**config.mk**
```make
export PLATFORM = sky130hd
export DESIGN_NAME = retrosoc_rst_ctrl
export DESIGN_NICKNAME = d
export VERILOG_FILES = /design/src/rtl/retrosoc_rst_pkg.sv /design/src/rtl/retrosoc_rst_debounce.sv /design/src/rtl/retrosoc_rst_ctrl.sv
export SDC_FILE = /design/constraint.sdc
export NUM_CORES = 1
export LEC_CHECK = 0
export ABC_AREA = 1
export BUFFER_PORTS_ARGS = -buffer_cell sky130_fd_sc_hd__clkbuf_2
export CORE_MARGIN = 2
export CORE_UTILIZATION = 39
export CTS_CLUSTER_SIZE = 16
export DETAILED_ROUTE_END_ITERATION = 16
export PLACE_DENSITY = 0.62
export SYNTH_ARGS = -nofsm -noshare
export SYNTH_HDL_FRONTEND = slang
export SYNTH_SLANG_ARGS = --single-unit
```
**constraint.sdc**
```tcl
create_clock -name clk_i -period 1.84 [get_ports clk_i]
set_clock_uncertainty 0.05 [all_clocks]
set_input_delay 0.368 -clock clk_i [delete_from_list [all_inputs] [get_ports clk_i]]
set_output_delay 0.368 -clock clk_i [all_outputs]
set_load 0.05 [all_outputs]
```
**src/rtl/retrosoc_rst_pkg.sv**
```systemverilog
// Shared types for the board-level reset conditioner: FSM states and reset cause codes.
package retrosoc_rst_pkg;

    typedef enum logic [1:0] {
        WAIT_LOCK = 2'd0,
        HOLD      = 2'd1,
        BTN_WAIT  = 2'd2,
        RUN       = 2'd3
    } rst_state_e;

    typedef enum logic [1:0] {
        RST_POR  = 2'd0,
        RST_LOCK = 2'd1,
        RST_BTN  = 2'd2,
        RST_SW   = 2'd3
    } rst_cause_e;

    localparam logic [7:0] RST_CNT_MAX = 8'hFF;

    function automatic logic [7:0] sat_inc(input logic [7:0] val);
        return (val == RST_CNT_MAX) ? val : val + 8'd1;
    endfunction

endpackage

```
**src/rtl/retrosoc_rst_debounce.sv**
```systemverilog
// Push-button synchroniser and debouncer; the debounced level only follows the raw
// input after DEB_CYCLES consecutive cycles of disagreement.
module retrosoc_rst_debounce #(
    parameter int SYNC_STAGES = 2,
    parameter int DEB_CYCLES  = 100000
) (
    input  logic clk_i,
    input  logic rst_n_i,
    input  logic btn_raw_n,
    output logic btn_deb_n
);
    localparam int CW = $clog2(DEB_CYCLES + 1);
    localparam logic [CW-1:0] DEB_LAST = CW'(DEB_CYCLES - 1);

    logic [SYNC_STAGES-1:0] sync_q;
    logic [CW-1:0]          cnt_q;
    logic                   deb_q;
    logic                   btn_sync;

    assign btn_sync = sync_q[SYNC_STAGES-1];

    // Synchroniser resets to "released" so a held button at power-up still needs a full debounce.
    always_ff @(posedge clk_i or negedge rst_n_i) begin
        if (!rst_n_i) begin
            sync_q <= '1;
            cnt_q  <= '0;
            deb_q  <= 1'b1;
        end else begin
            sync_q <= {sync_q[SYNC_STAGES-2:0], btn_raw_n};
            if (btn_sync == deb_q) begin
                cnt_q <= '0;
            end else if (cnt_q == DEB_LAST) begin
                deb_q <= btn_sync;
                cnt_q <= '0;
            end else begin
                cnt_q <= cnt_q + 1'b1;
            end
        end
    end

    assign btn_deb_n = deb_q;

endmodule

```
**src/rtl/retrosoc_rst_ctrl.sv**
```systemverilog
// Board reset conditioner: merges PLL lock, debounced button and software request into
// one clean clk_i-synchronous reset, and records the last cause and a warm-reset count.
//
//   state     | meaning
//   ----------+---------------------------------------------------------
//   WAIT_LOCK | reset asserted, waiting for LOCK_STABLE locked cycles
//   HOLD      | reset asserted, counting HOLD_CYCLES before release
//   BTN_WAIT  | reset asserted, waiting for the button to be released
//   RUN       | reset released, watching for lock loss / button / sw
module retrosoc_rst_ctrl #(
    parameter int SYNC_STAGES = 2,
    parameter int DEB_CYCLES  = 100000,
    parameter int LOCK_STABLE = 256,
    parameter int HOLD_CYCLES = 1024
) (
    input  logic       clk_i,
    input  logic       rst_n_i,
    input  logic       pll_locked_i,
    input  logic       btn_rst_n_i,
    input  logic       sw_rst_req_i,
    output logic       sys_rst_n_o,
    output logic       rst_done_o,
    output logic [1:0] rst_cause_o,
    output logic [7:0] rst_cnt_o
);
    import retrosoc_rst_pkg::*;

    localparam int LW = $clog2(LOCK_STABLE + 1);
    localparam int HW = $clog2(HOLD_CYCLES + 1);
    localparam logic [LW-1:0] LOCK_LAST = LW'(LOCK_STABLE - 1);
    localparam logic [HW-1:0] HOLD_LAST = HW'(HOLD_CYCLES - 1);

    rst_state_e             state_q, state_nxt;
    rst_cause_e             cause_q, cause_nxt;
    logic [7:0]             cnt_q, cnt_nxt;
    logic [LW-1:0]          lock_cnt_q, lock_cnt_nxt;
    logic [HW-1:0]          hold_cnt_q, hold_cnt_nxt;
    logic [SYNC_STAGES-1:0] lock_sync_q;
    logic                   lock_sync;
    logic                   btn_deb_n;
    logic                   sys_rst_n_q;
    logic                   done_q;

    always_ff @(posedge clk_i or negedge rst_n_i) begin
        if (!rst_n_i) begin
            lock_sync_q <= '0;
        end else begin
            lock_sync_q <= {lock_sync_q[SYNC_STAGES-2:0], pll_locked_i};
        end
    end

    assign lock_sync = lock_sync_q[SYNC_STAGES-1];

    retrosoc_rst_debounce #(
        .SYNC_STAGES(SYNC_STAGES),
        .DEB_CYCLES (DEB_CYCLES)
    ) u_debounce (
        .clk_i    (clk_i),
        .rst_n_i  (rst_n_i),
        .btn_raw_n(btn_rst_n_i),
        .btn_deb_n(btn_deb_n)
    );

    // Counters default to zero so every state entry starts a fresh count.
    always_comb begin
        state_nxt    = state_q;
        cause_nxt    = cause_q;
        cnt_nxt      = cnt_q;
        lock_cnt_nxt = '0;
        hold_cnt_nxt = '0;
        case (state_q)
            WAIT_LOCK: begin
                if (lock_sync) begin
                    if (lock_cnt_q == LOCK_LAST) begin
                        state_nxt = HOLD;
                    end else begin
                        lock_cnt_nxt = lock_cnt_q + 1'b1;
                    end
                end
            end
            HOLD: begin
                if (!lock_sync) begin
                    state_nxt = WAIT_LOCK;
                end else if (!btn_deb_n) begin
                    state_nxt = BTN_WAIT;
                end else if (hold_cnt_q == HOLD_LAST) begin
                    state_nxt = RUN;
                end else begin
                    hold_cnt_nxt = hold_cnt_q + 1'b1;
                end
            end
            BTN_WAIT: begin
                if (!lock_sync) begin
                    state_nxt = WAIT_LOCK;
                end else if (btn_deb_n) begin
                    state_nxt = HOLD;
                end
            end
            RUN: begin
                if (!lock_sync) begin
                    state_nxt = WAIT_LOCK;
                    cause_nxt = RST_LOCK;
                    cnt_nxt   = sat_inc(cnt_q);
                end else if (!btn_deb_n) begin
                    state_nxt = BTN_WAIT;
                    cause_nxt = RST_BTN;
                    cnt_nxt   = sat_inc(cnt_q);
                end else if (sw_rst_req_i) begin
                    state_nxt = HOLD;
                    cause_nxt = RST_SW;
                    cnt_nxt   = sat_inc(cnt_q);
                end
            end
            default: begin
                state_nxt = WAIT_LOCK;
            end
        endcase
    end

    // Outputs are registered from the next state so release and warm assertion
    // line up with the state change itself.
    always_ff @(posedge clk_i or negedge rst_n_i) begin
        if (!rst_n_i) begin
            state_q     <= WAIT_LOCK;
            cause_q     <= RST_POR;
            cnt_q       <= '0;
            lock_cnt_q  <= '0;
            hold_cnt_q  <= '0;
            sys_rst_n_q <= 1'b0;
            done_q      <= 1'b0;
        end else begin
            state_q     <= state_nxt;
            cause_q     <= cause_nxt;
            cnt_q       <= cnt_nxt;
            lock_cnt_q  <= lock_cnt_nxt;
            hold_cnt_q  <= hold_cnt_nxt;
            sys_rst_n_q <= (state_nxt == RUN);
            done_q      <= (state_nxt == RUN);
        end
    end

    assign sys_rst_n_o = sys_rst_n_q;
    assign rst_done_o  = done_q;
    assign rst_cause_o = cause_q;
    assign rst_cnt_o   = cnt_q;

endmodule

```
# == After elaboration in Yosys (flattened, before gate mapping) ==
# Cells that the tools add are included.
# Widths: inputs -> output; s select.
# totals
register_bits,55
elab_cells,55
# op_classes
addsub,4
n_eq_ne,10
mux,27
bitwise,1
n_reduce_logical,3
# op_table
op,count
$mux 11,4
$mux 17,2
$mux 8,4
$mux 9,3
$mux 2,13
$add 17x1->17 const B,1
$eq 17x17->1 const B,1
$add 11x1->11 const B,1
$eq 11x10->1 const B,1
$add 9x1->9 const B,1
$eq 9x8->1 const B,1
$add 8x1->8 const B,1
$eq 8x8->1 const B,1
$pmux 2 s4,1
$eq 2x2->1 const B,3
$reduce_and 2->1,2
$ne 3x3->1 const B,1
$eq 2x1->1 const B,1
$logic_not 2->1,1
$eq 1x1->1,1
$not 1->1,1

# == Depth between registers and ports, before layout ==
# logic_depth
depth_word,6
ltp_mapped,9

# == Modules after synthesis ==
# A second synthesis with hierarchy kept.
# hier_totals
cells_unflattened,349
hier_area_um2,2892.8
# modules_own_cells
mod,n_inst,cells_each,area_per_inst_um2,seq_area_each_um2
retrosoc_rst_ctrl,1,208,1789.2,875.8
retrosoc_rst_debounce,1,141,1103.6,504.2

# == Worst setup path after synthesis ==
# Ideal clock, no wire load.
# synth_timing
path_kind,register to register
startpoint,"register cnt_q[0], in the netlist rst_cnt_o[0]"
endpoint,"register cnt_q[2], in the netlist rst_cnt_o[2]"
setup_ns,0.083
arrival_ns,1.577
slack_ns,0.130
path_stages_with_launch,9
n_path_buf,1
path_cell_list,dfrtp_1 -> ha_1 -> nand2_2 -> nor2_4 -> nand4_1 -> nand2_2 -> buf_6 -> nand2_1 -> o21ai_0
# synth_between
elab_chain_cells,5
# synth_lines
item,line_no,source
"start, declared",retrosoc_rst_ctrl.sv:35,"logic [7:0] cnt_q, cnt_nxt;"
"start signal, assigned",retrosoc_rst_ctrl.sv:134,cnt_q <= cnt_nxt;
$add 8x1->8 / $eq 8x8->1 (equally long branches),retrosoc_rst_pkg.sv:21,return (val == RST_CNT_MAX) ? val : val + 8'd1;
$mux 8 (*),retrosoc_rst_pkg.sv:21,
$mux 8,retrosoc_rst_ctrl.sv:108,end else if (sw_rst_req_i) begin
$mux 8,retrosoc_rst_ctrl.sv:104,end else if (!btn_deb_n) begin
$mux 8 (*),retrosoc_rst_ctrl.sv:100,if (!lock_sync) begin
# Every way passes the cells marked *; elsewhere a longest branch is shown, timed or not. The select of a mux whose other input is x is not followed.
# A chain may end at the register's enable or synchronous reset.

# == Worst setup path in the final report ==
# layout_timing
startpoint,"register u_debounce.deb_q, in the netlist u_debounce.btn_deb_n"
endpoint,"register cnt_q[4], in the netlist rst_cnt_o[4]"
# layout_between
elab_chain_cells,2
# layout_lines
item,line_no,source
"start, declared",retrosoc_rst_debounce.sv:17,logic deb_q;
"start signal, assigned",retrosoc_rst_debounce.sv:33,deb_q <= btn_sync;
$ne 3x3->1 (no source line) / $mux 8 (equally long branches),-,
$reduce_and 2->1 (no source line) / $mux 8 (equally long branches),-,
# Parallel ways exist; a longest one is shown, timed or not.

==> results.md <==
* Status: complete, no violations
* Crit path max-delay family: flip-flops
* Mapped Cells at 336
* Die span in y at 88.8 µm
* Synthesis-stage register bit count at 55
* Die ar. at 7880 µm²
* 1st-pass router iterations at 4
* Mapped cell area at about 2800 µm²
* Clk slew on worst S/H paths at 0.10 ns
* Syn_nets at 345
* Initial drt markers at 92
* Antenna Nets Post-Route at 0
* Setup TNS at 0 ns
* Cts bufs inserted at 5
* CP bufs+invs at 2
* CP Max Fanout at 12
* Drt total wl at 4780 µm
* Hpwl dp at around 3500 µm
* Syn. warnings at 0
* CP most frequent cell: nand2_1
* Setup bufs post-CTS at 0
* # IOs at 17
* Fmax at 657 MHz
* First-pass GRT wire length at 8380 µm
* Largest net degree at the start of global routing at 56
* Final Hold Viols at 0
* Final weighted congestion in routability-driven placement at 0.868
* CP Class: reg2reg
* Initial Util at 0.408
* Latest clock arrival within the worst-skew pair at 0.31 ns
* Final min period at ~1.5 ns
* Min Hold Slack at 0.0899 ns
* Clk sink count at 55
* Pwr dens at 673 nW/µm²
* Global router's overall resource usage at 0.136
* Crit path DAT at 1.68 ns
* Async S/R FF share, synth at 1.00
* H-tree lvl count at 2
* Fin. max-slew vios at 0
* Pleak at approximately 1.4 nW
* Row count at 30
* Critical path, cell by cell: nand3_1 > nand2_1 > inv_1 > nand2_2 > inv_1 > nand2_1 > nand2_1
* Most common cell after layout, fill and taps aside: nand2_1
* # nets final at ~370
* CP Capture Type: register
* Diode count at 0
* Worst slew margin at 0.722
* CP max-delay cell: dfstp_2
* CP required at 1.99 ns
* Share of cells above drive strength 1 at 0.153
* Vias/cell at 4.60
* Core area at 6870 µm²
* Grt total ovfl at 0
* Post-synth top flop: dfrtp_1
* Max stage delay on crit path at 0.66 ns
* Mapped Avg Cell Area at around 8.3 µm²
* Most frequent cells in the layout: nand2_1 (75), nor2_1 (63), dfrtp_1 (52)
* Port bufs at 16
* Yosys cell types at 32
* Seq/Total Area, Yosys at 0.492
* DRC Markers at 0
* DR WL/cell at between 10 and 15 µm
* Worst slew pin tran at 0.416 ns
* Synth-to-Final Area Change at 11.2%
* Final-report setup violation count at 0
* Max VDD drop at roughly 390 µV
* Maximum clock path buffer count at 2
* Die width at between 80 and 90 µm
* Worst Hold Class: in2reg
* CTS resizes at 0
* Total number of vias at ~2100
* RSZ-0062 raised after global routing: no
* Max Cap Violations at 0
* # fillers at 674
* Critical Path Start Type: register
* Clk root buf: clkbuf_8
* Fin crit share at 0.828
* CTS tree: yes
* Vias in the first global route at 1895
* Post-synth EDFFs at 0
* Initial antenna violation count at 0
layer usage:
layer  wire length, µm  track usage  part of all wire
met1              2410        0.184              0.50
met5                 0            0                 0
met2              2150        0.212              0.45
met3               138       0.0392             0.029
met4                76       0.0455             0.016
cell families (layout without fill, tap and decap cells):
group	after synthesis	after routing	share of synthesized area
buffers and inverters	45	68	0.0674
DFF	55	55	0.492
AOI/OAI and AO/OA	20	20	0.0438
adders and majority gates	4	4	0.0179
xor gates and xnor gates	17	17	0.0598
and+or+nand+nor	195	195	0.319
through the flow:
| stage | power, mW | setup slack (ns) | util | area [µm²] | std cells |
|---|---|---|---|---|---|
| after CTS | 2.14 | 0.302 | 0.454 | 3120 | 455 |
| after floorplan | 1.29 | 0.130 | - | 2800 | 336 |
| after global routing | 2.20 | 0.127 | 0.454 | 3120 | 455 |
| final | 2.10 | 0.317 | 0.454 | 3120 | 455 |
| after global placement | 1.33 | 0.361 | 0.436 | 2990 | 446 |
| after detailed placement | 1.33 | 0.328 | 0.436 | 2990 | 446 |
flip-flops by register name, summed over array words and instances, names as in the netlist:
register,cells
hold_cnt_q,11
rst_cause_o,2
u_debounce.sync_q,2
rst_cnt_o,8
u_debounce.cnt_q,17
u_debounce.btn_deb_n,1
rst_done_o,1
lock_cnt_q,9
state_q,2
lock_sync_q,2
repair_timing:
| item | in CTS | in global routing |
|---|---|---|
| setup endpoints to repair | 0 | 0 |
| hold endpoints to repair | 8 | 0 |
| hold buffers | 1 | 0 |
Yosys cell counts, types with 3 or more instances:
master,count,share of area
a21oi_1,7,0.012
a31oi_1,3,0.0067
dfrtp_1,52,0.46
dfstp_2,3,0.028
ha_1,4,0.018
inv_1,38,0.051
inv_2,3,0.0040
nand2_1,75,0.10
nand2_2,5,0.011
nand3_1,20,0.036
nand4_1,4,0.0089
nor2_1,63,0.084
nor2_2,7,0.016
nor3_1,7,0.012
nor3_2,4,0.014
nor3b_1,4,0.011
o21ai_0,4,0.0071
o21ai_1,3,0.0054
xnor2_1,7,0.022
xor2_1,9,0.028
worst paths after layout:
check	startpoint	endpoint	slack, ns	cells after the start
worst max register to register	u_debounce.btn_deb_n$_DFFE_PN1P_	rst_cnt_o[4]$_DFFE_PN0P_	0.32	7
max in group asynchronous	rst_n_i	u_debounce.sync_q[0]$_DFF_PN1_	0.90	3
min in group asynchronous	rst_n_i	lock_cnt_q[5]$_DFF_PN0_	0.54	3
worst min-delay path	btn_rst_n_i	u_debounce.sync_q[0]$_DFF_PN1_	0.09	1
worst min register to register	lock_sync_q[0]$_DFF_PN0_	lock_sync_q[1]$_DFF_PN0_	0.31	0
worst max-delay path	u_debounce.btn_deb_n$_DFFE_PN1P_	rst_cnt_o[4]$_DFFE_PN0P_	0.32	7
area by class of cell:
| type | count | area (µm²) | share of cell area |
|---|---|---|---|
| multi-input combinational | 236 | 1230 | 0.396 |
| clock inverter | 3 | 43.8 | 0.0141 |
| sequential | 55 | 1380 | 0.443 |
| tap | 96 | 120 | 0.0386 |
| clock buffer | 5 | 68.8 | 0.0221 |
| timing repair buffer | 18 | 110 | 0.0353 |
| inverter | 42 | 159 | 0.0510 |
where the power goes:
group | internal, mW | switching (mW)
registers | 1.22 | 0.0113
clock network | 0.406 | 0.387
logic | 0.0240 | 0.0455
(Power assumes the default switching activity.)
